[src/rtl/csr_commit.sv]
// Writeback commit stage: retires MEM instructions, performs CSR accesses, raises
// exception/ertn flushes and holds the fetch redirect until fetch acknowledges it.
module csr_commit #(
   parameter int unsigned CSR_NUM_W     = 14,
   parameter logic [31:0] ALL_ONES_MASK = 32'hFFFF_FFFF
) (
   input  logic                 clk_i,
   input  logic                 reset_i,
   input  logic                 ms_valid_i,
   output logic                 ms_ready_o,
   input  logic [31:0]          ms_pc_i,
   input  logic [1:0]           ms_csr_op_i,
   input  logic [CSR_NUM_W-1:0] ms_csr_num_i,
   input  logic [31:0]          ms_rkd_value_i,
   input  logic [31:0]          ms_rj_value_i,
   input  logic                 ms_gr_we_i,
   input  logic [4:0]           ms_dest_i,
   input  logic [31:0]          ms_result_i,
   input  logic                 ms_ertn_i,
   input  logic [4:0]           ms_excp_i,
   input  logic [31:0]          ms_vaddr_i,
   output logic                 rf_we_o,
   output logic [4:0]           rf_waddr_o,
   output logic [31:0]          rf_wdata_o,
   output logic                 csr_we_o,
   output logic [CSR_NUM_W-1:0] csr_num_o,
   output logic [31:0]          csr_wmask_o,
   output logic [31:0]          csr_wdata_o,
   input  logic [31:0]          csr_rdata_i,
   output logic                 excp_flush_o,
   output logic                 ertn_flush_o,
   output logic [5:0]           ecode_o,
   output logic [2:0]           esubcode_o,
   output logic [31:0]          epc_o,
   output logic [31:0]          eaddr_o,
   input  logic [31:0]          era_i,
   input  logic [31:0]          eentry_i,
   input  logic                 has_int_i,
   output logic                 flush_pipe_o,
   output logic                 redir_valid_o,
   output logic [31:0]          redir_pc_o,
   input  logic                 redir_ack_i
);

   typedef enum logic {StRun, StRedir} state_e;

   localparam logic [1:0] OpNone = 2'b00;
   localparam logic [1:0] OpWr   = 2'b10;
   localparam logic [1:0] OpXchg = 2'b11;

   state_e                 state_q, state_d;
   logic                   ws_valid_q, ws_valid_d;
   logic                   redir_valid_q, redir_valid_d;
   logic [31:0]            redir_pc_q, redir_pc_d;

   logic [31:0]            ws_pc_q, ws_rkd_q, ws_rj_q, ws_result_q, ws_vaddr_q;
   logic [1:0]             ws_csr_op_q;
   logic [CSR_NUM_W-1:0]   ws_csr_num_q;
   logic                   ws_gr_we_q, ws_ertn_q;
   logic [4:0]             ws_dest_q, ws_excp_q;

   logic                   commit, excp_commit, ertn_commit, load_payload;

   assign ms_ready_o   = 1'b1;
   assign load_payload = ms_valid_i && ms_ready_o;

   assign commit      = ws_valid_q && (state_q == StRun);
   assign excp_commit = commit && (has_int_i || (|ws_excp_q));
   assign ertn_commit = commit && !excp_commit && ws_ertn_q;

   assign excp_flush_o  = excp_commit;
   assign ertn_flush_o  = ertn_commit;
   assign flush_pipe_o  = (state_q == StRedir) || excp_commit || ertn_commit;
   assign epc_o         = ws_pc_q;
   assign eaddr_o       = ws_vaddr_q;
   assign esubcode_o    = 3'd0;
   assign redir_valid_o = redir_valid_q;
   assign redir_pc_o    = redir_pc_q;

   // Exception code, highest priority first: int, adef, ine, sys, brk, ale.
   always_comb begin
      ecode_o = 6'h00;
      if (excp_commit) begin
         if (has_int_i)         ecode_o = 6'h00;
         else if (ws_excp_q[4]) ecode_o = 6'h08;
         else if (ws_excp_q[3]) ecode_o = 6'h0D;
         else if (ws_excp_q[2]) ecode_o = 6'h0B;
         else if (ws_excp_q[1]) ecode_o = 6'h0C;
         else                   ecode_o = 6'h09;
      end
   end

   always_comb begin
      csr_num_o   = ws_valid_q ? ws_csr_num_q : '0;
      csr_we_o    = 1'b0;
      csr_wmask_o = 32'h0;
      csr_wdata_o = ws_rkd_q;
      if (ws_csr_op_q == OpWr)   csr_wmask_o = ALL_ONES_MASK;
      if (ws_csr_op_q == OpXchg) csr_wmask_o = ws_rj_q;
      if (commit && !excp_commit && !ertn_commit &&
          (ws_csr_op_q == OpWr || ws_csr_op_q == OpXchg)) begin
         csr_we_o = 1'b1;
      end
      rf_we_o    = commit && !excp_commit && ws_gr_we_q;
      rf_waddr_o = ws_dest_q;
      // CSR reads return the value before this cycle's write lands.
      rf_wdata_o = (ws_csr_op_q != OpNone) ? csr_rdata_i : ws_result_q;
   end

   always_comb begin
      state_d       = state_q;
      redir_valid_d = redir_valid_q;
      redir_pc_d    = redir_pc_q;
      ws_valid_d    = load_payload && !flush_pipe_o;
      unique case (state_q)
         StRun: begin
            if (excp_commit || ertn_commit) begin
               state_d       = StRedir;
               redir_valid_d = 1'b1;
               redir_pc_d    = excp_commit ? eentry_i : era_i;
            end
         end
         StRedir: begin
            if (redir_ack_i && redir_valid_q) begin
               state_d       = StRun;
               redir_valid_d = 1'b0;
            end
         end
         default: state_d = StRun;
      endcase
   end

   always_ff @(posedge clk_i or posedge reset_i) begin
      if (reset_i) begin
         state_q       <= StRun;
         ws_valid_q    <= 1'b0;
         redir_valid_q <= 1'b0;
         redir_pc_q    <= 32'h0;
      end else begin
         state_q       <= state_d;
         ws_valid_q    <= ws_valid_d;
         redir_valid_q <= redir_valid_d;
         redir_pc_q    <= redir_pc_d;
      end
   end

   always_ff @(posedge clk_i or posedge reset_i) begin
      if (reset_i) begin
         ws_pc_q      <= 32'h0;
         ws_csr_op_q  <= OpNone;
         ws_csr_num_q <= '0;
         ws_rkd_q     <= 32'h0;
         ws_rj_q      <= 32'h0;
         ws_gr_we_q   <= 1'b0;
         ws_dest_q    <= 5'd0;
         ws_result_q  <= 32'h0;
         ws_ertn_q    <= 1'b0;
         ws_excp_q    <= 5'd0;
         ws_vaddr_q   <= 32'h0;
      end else if (load_payload) begin
         ws_pc_q      <= ms_pc_i;
         ws_csr_op_q  <= ms_csr_op_i;
         ws_csr_num_q <= ms_csr_num_i;
         ws_rkd_q     <= ms_rkd_value_i;
         ws_rj_q      <= ms_rj_value_i;
         ws_gr_we_q   <= ms_gr_we_i;
         ws_dest_q    <= ms_dest_i;
         ws_result_q  <= ms_result_i;
         ws_ertn_q    <= ms_ertn_i;
         ws_excp_q    <= ms_excp_i;
         ws_vaddr_q   <= ms_vaddr_i;
      end
   end

endmodule

[config.mk]
export PLATFORM = sky130hd
export DESIGN_NAME = csr_commit
export DESIGN_NICKNAME = d
export VERILOG_FILES = /design/src/rtl/csr_commit.sv
export SDC_FILE = /design/constraint.sdc
export NUM_CORES = 1
export LEC_CHECK = 0
export ABC_AREA = 1
export CAP_MARGIN = 20
export CORE_AREA = 2 2 202 204
export CTS_CLUSTER_DIAMETER = 150
export DETAILED_ROUTE_END_ITERATION = 10
export DIE_AREA = 0 0 204 206
export DONT_BUFFER_PORTS = 1
export PLACE_DENSITY = 0.38
export RECOVER_POWER = 100
export SLEW_MARGIN = 20
export SYNTH_ARGS = -nofsm -noshare
export SYNTH_HDL_FRONTEND = slang
export SYNTH_SLANG_ARGS = --single-unit
[constraint.sdc]
create_clock -name clk_i -period 10.88 [get_ports clk_i]
set_input_delay 2.176 -clock clk_i [delete_from_list [all_inputs] [get_ports clk_i]]
set_output_delay 2.176 -clock clk_i [all_outputs]
set_load 0.05 [all_outputs]
==> impl_metrics.env <==
export IMPL_fp_dieH_um=206
export IMPL_cp_top_family="simple AND/OR/NAND/NOR gates"
export IMPL_place_congestion=0.7507
export IMPL_synth_cell_types=22
export IMPL_die_w_um=204
export IMPL_synthAdderAreaFrac_pct=0
export IMPL_wirelength_um=30600
export IMPL_critPathKind="in2out"
export IMPL_vias=7311
export IMPL_reg2regPathDepth=6
export IMPL_final_core_util_pct=27.13
export IMPL_path_clk_slew_ps=50
export IMPL_antenna_found_initial=1
export IMPL_finalHoldWorstSlack_ps=467.6
export IMPL_p_leak_nw=5.744
export IMPL_clock_fmax_ghz=0.1218
export IMPL_htree_levels=1
export IMPL_violations="capacitance limit, slew limit"
export IMPL_synth_cells=1193
export IMPL_first_iter_violations=458
export IMPL_whs_endpoint="ws_csr_num_q[2]"
export IMPL_grt_pass1_wl_um=44280
export IMPL_grt_pass1_vias=7218
export IMPL_required_ps=8700
export IMPL_synth_edf_count=0
export IMPL_synth_compound_area_share_pct=4.810
export IMPL_layout_drive_gt1_share_pct=4.584
export IMPL_r2r_end="ws_valid_q"
export IMPL_tritoncts="built"
export IMPL_viasPerCell=4.275
export IMPL_finalHoldViolCount=0
export IMPL_synth_seq_cells=223
export IMPL_slew_viol_final=321
export IMPL_cts_buffers_inserted=27
export IMPL_async_flop_share_pct=100.0
export IMPL_finalCritPeriodShare_pct=75.44
export IMPL_ctsResizeCount=0
export IMPL_grt_ovfl_total=0
export IMPL_wl_per_cell_um=17.90
export IMPL_hp_class="reg2reg"
export IMPL_hold_depth=2
export IMPL_grt_max_degree=236
export IMPL_crit_slowest_cell="nand2_1"
export IMPL_crit_path_max_incr_delay_ps=1060
export IMPL_clkLatencyLatePin_ps=560
export IMPL_die_area_um2=42020
export IMPL_rsz0062_at_grt="no"
export IMPL_syn_area_um2=9677
export IMPL_io_pins=516
export IMPL_avgSynthCellArea_um2=8.111
export IMPL_grtUsageTotal_pct=13.64
export IMPL_route_antenna_remaining_nets=0
export IMPL_total_power_mw=2.732
export IMPL_ys_warn_count=0
export IMPL_fin_skew_ps=18.83
export IMPL_r2r_start="ws_excp_q[2]"
export IMPL_vdd_drop_max_uv=111.0
export IMPL_hold_buffers=0
export IMPL_ff2ff_setup_slack_ps=6610
export IMPL_slew_headroom_pct=-202.1
export IMPL_max_cap_violations=6
export IMPL_crit_chain="nor2_1, nand3_1, nand2_1, inv_1, nand2_1, nor2_1"
export IMPL_portBuffers=0
export IMPL_ys_flop_type="dfrtp_1"
export IMPL_final_net_count=1448
export IMPL_cp_buffers_inverters=1
export IMPL_synth_top_family_by_area="simple AND/OR/NAND/NOR gates"
export IMPL_status="finished with violations"
export IMPL_ys_seq_area_share_pct=57.67
export IMPL_clk_path_buf_depth=3
export IMPL_cts_sinks=223
export IMPL_cp_start_kind="primary input"
export IMPL_synth_simple_area_share_pct=28.32
export IMPL_syn2layout_area_growth_pct=12.67
export IMPL_core_area_um2=40180
export IMPL_start_util_pct=24.08
export IMPL_synth_xor_area_share_pct=0
export IMPL_diodes=0
export IMPL_power_density_nw_per_um2=250.5
export IMPL_post_cts_buffers=0
export IMPL_clock_tree_root_cell="clkbuf_16"
export IMPL_arrival_ps=6030
export IMPL_setup_viol=0
export IMPL_cp_end_kind="output pin"
export IMPL_synth_mux_area_share_pct=2.909
export IMPL_fin_tns_setup_ps=0
export IMPL_hold_start="ws_csr_num_q[2]"
export IMPL_firstDrtPassIters=4
export IMPL_rows=74
export IMPL_finalCriticalPeriod_ps=8208
export IMPL_drc=0
export IMPL_critical_path_max_fanout=35
export IMPL_worst_pin_slew_ps=4507
export IMPL_hpwl_um=21180
metal layers:
layer	part of all wire, %	global-route usage [%]
met2	46	22.27
met4	3.2	5.331
met1	40	16.41
met3	10	4.904
met5	0.042	0
how the worst max path moves through the flow:
stage          startpoint             end  slack, ps  cells after the start
2_1_floorplan     reset_i  csr_wdata_o[0]       2600                      1
3_5_place_dp    has_int_i      ecode_o[1]       4200                      6
5_1_grt         has_int_i      ecode_o[1]       2350                      6
6_report        has_int_i      ecode_o[1]       2670                      6
4_1_cts         has_int_i      ecode_o[1]       4200                      6
3_3_place_gp    has_int_i      ecode_o[1]       4250                      6
flip-flops by register name (all words and copies together) (netlist names):
register / cells
csr_wdata_o: 32
eaddr_o: 32
epc_o: 32
redir_pc_o: 32
redir_valid_o: 1
rf_waddr_o: 5
state_q: 1
ws_csr_num_q: 14
ws_csr_op_q: 2
ws_ertn_q: 1
ws_excp_q: 5
ws_gr_we_q: 1
ws_result_q: 32
ws_rj_q: 32
ws_valid_q: 1
worst register-to-register path, stage by stage, from the launching register on:
cell and delay (ps):
dfrtp_1 420, nor2_4 140, nand3_1 940, o21ai_4 440, clkbuf_1 1140, nand2_1 790, nor2_1 280
kinds of logic after synthesis:
family,after synthesis
flops,223
other cells,2
mux,25
compound gates,90
simple gates,710
buf+inv,143
cell usage in the layout, fill, tap and decap left out, types with 2 or more instances in the layout:
cell and n:
buf_4 3, clkinvlp_2 2, mux2_1 24, nor2_1 17, inv_2 2, clkbuf_8 5
conb_1 6, clkbuf_16 27, dfrtp_1 223, nand2_1 653, clkbuf_1 10, clkinv_2 6
o21ai_0 48, inv_1 64, nand3_1 37, a21oi_1 40
cells in the mapped netlist (4+ instances only):
master | number | area, um2
a21oi_1 | 40 | 200.2
buf_2 | 31 | 155.2
buf_4 | 7 | 52.55
clkbuf_1 | 34 | 127.6
dfrtp_1 | 223 | 5580
inv_1 | 64 | 240.2
inv_2 | 4 | 15.01
mux2_2 | 25 | 281.5
nand2_1 | 652 | 2447
nand3_1 | 36 | 180.2
nor2_1 | 16 | 60.06
o21ai_0 | 48 | 240.2
layout make-up:
class	count	area, um2
Clock buffer	38	767.0
Clock inverter	10	98.84
Fill cell	4432	29280
Inverter	69	261.5
Multi-Input combinational cell	831	3492
Sequential cell	223	5580
Tap cell	532	665.6
Timing Repair Buffer	7	37.54
power breakdown:
| part | total [mW] | internal [mW] | switching [mW] |
|---|---|---|---|
| combinational | 0.461 | 0.106 | 0.355 |
| clock | 0.887 | 0.517 | 0.370 |
| sequential | 1.38 | 0.948 | 0.436 |
| total | 2.73 | 1.57 | 1.16 |
through the flow:
stage          instance area, um2  setup WS, ps  cells
6_report                    10900          2672   1710
2_1_floorplan                9692          2598   1197
3_5_place_dp                10080          4196   1661
5_1_grt                     10900          2352   1710
3_3_place_gp                10080          4247   1661
4_1_cts                     10950          4198   1709
No activity file was read; power rests on OpenSTA's default activity.
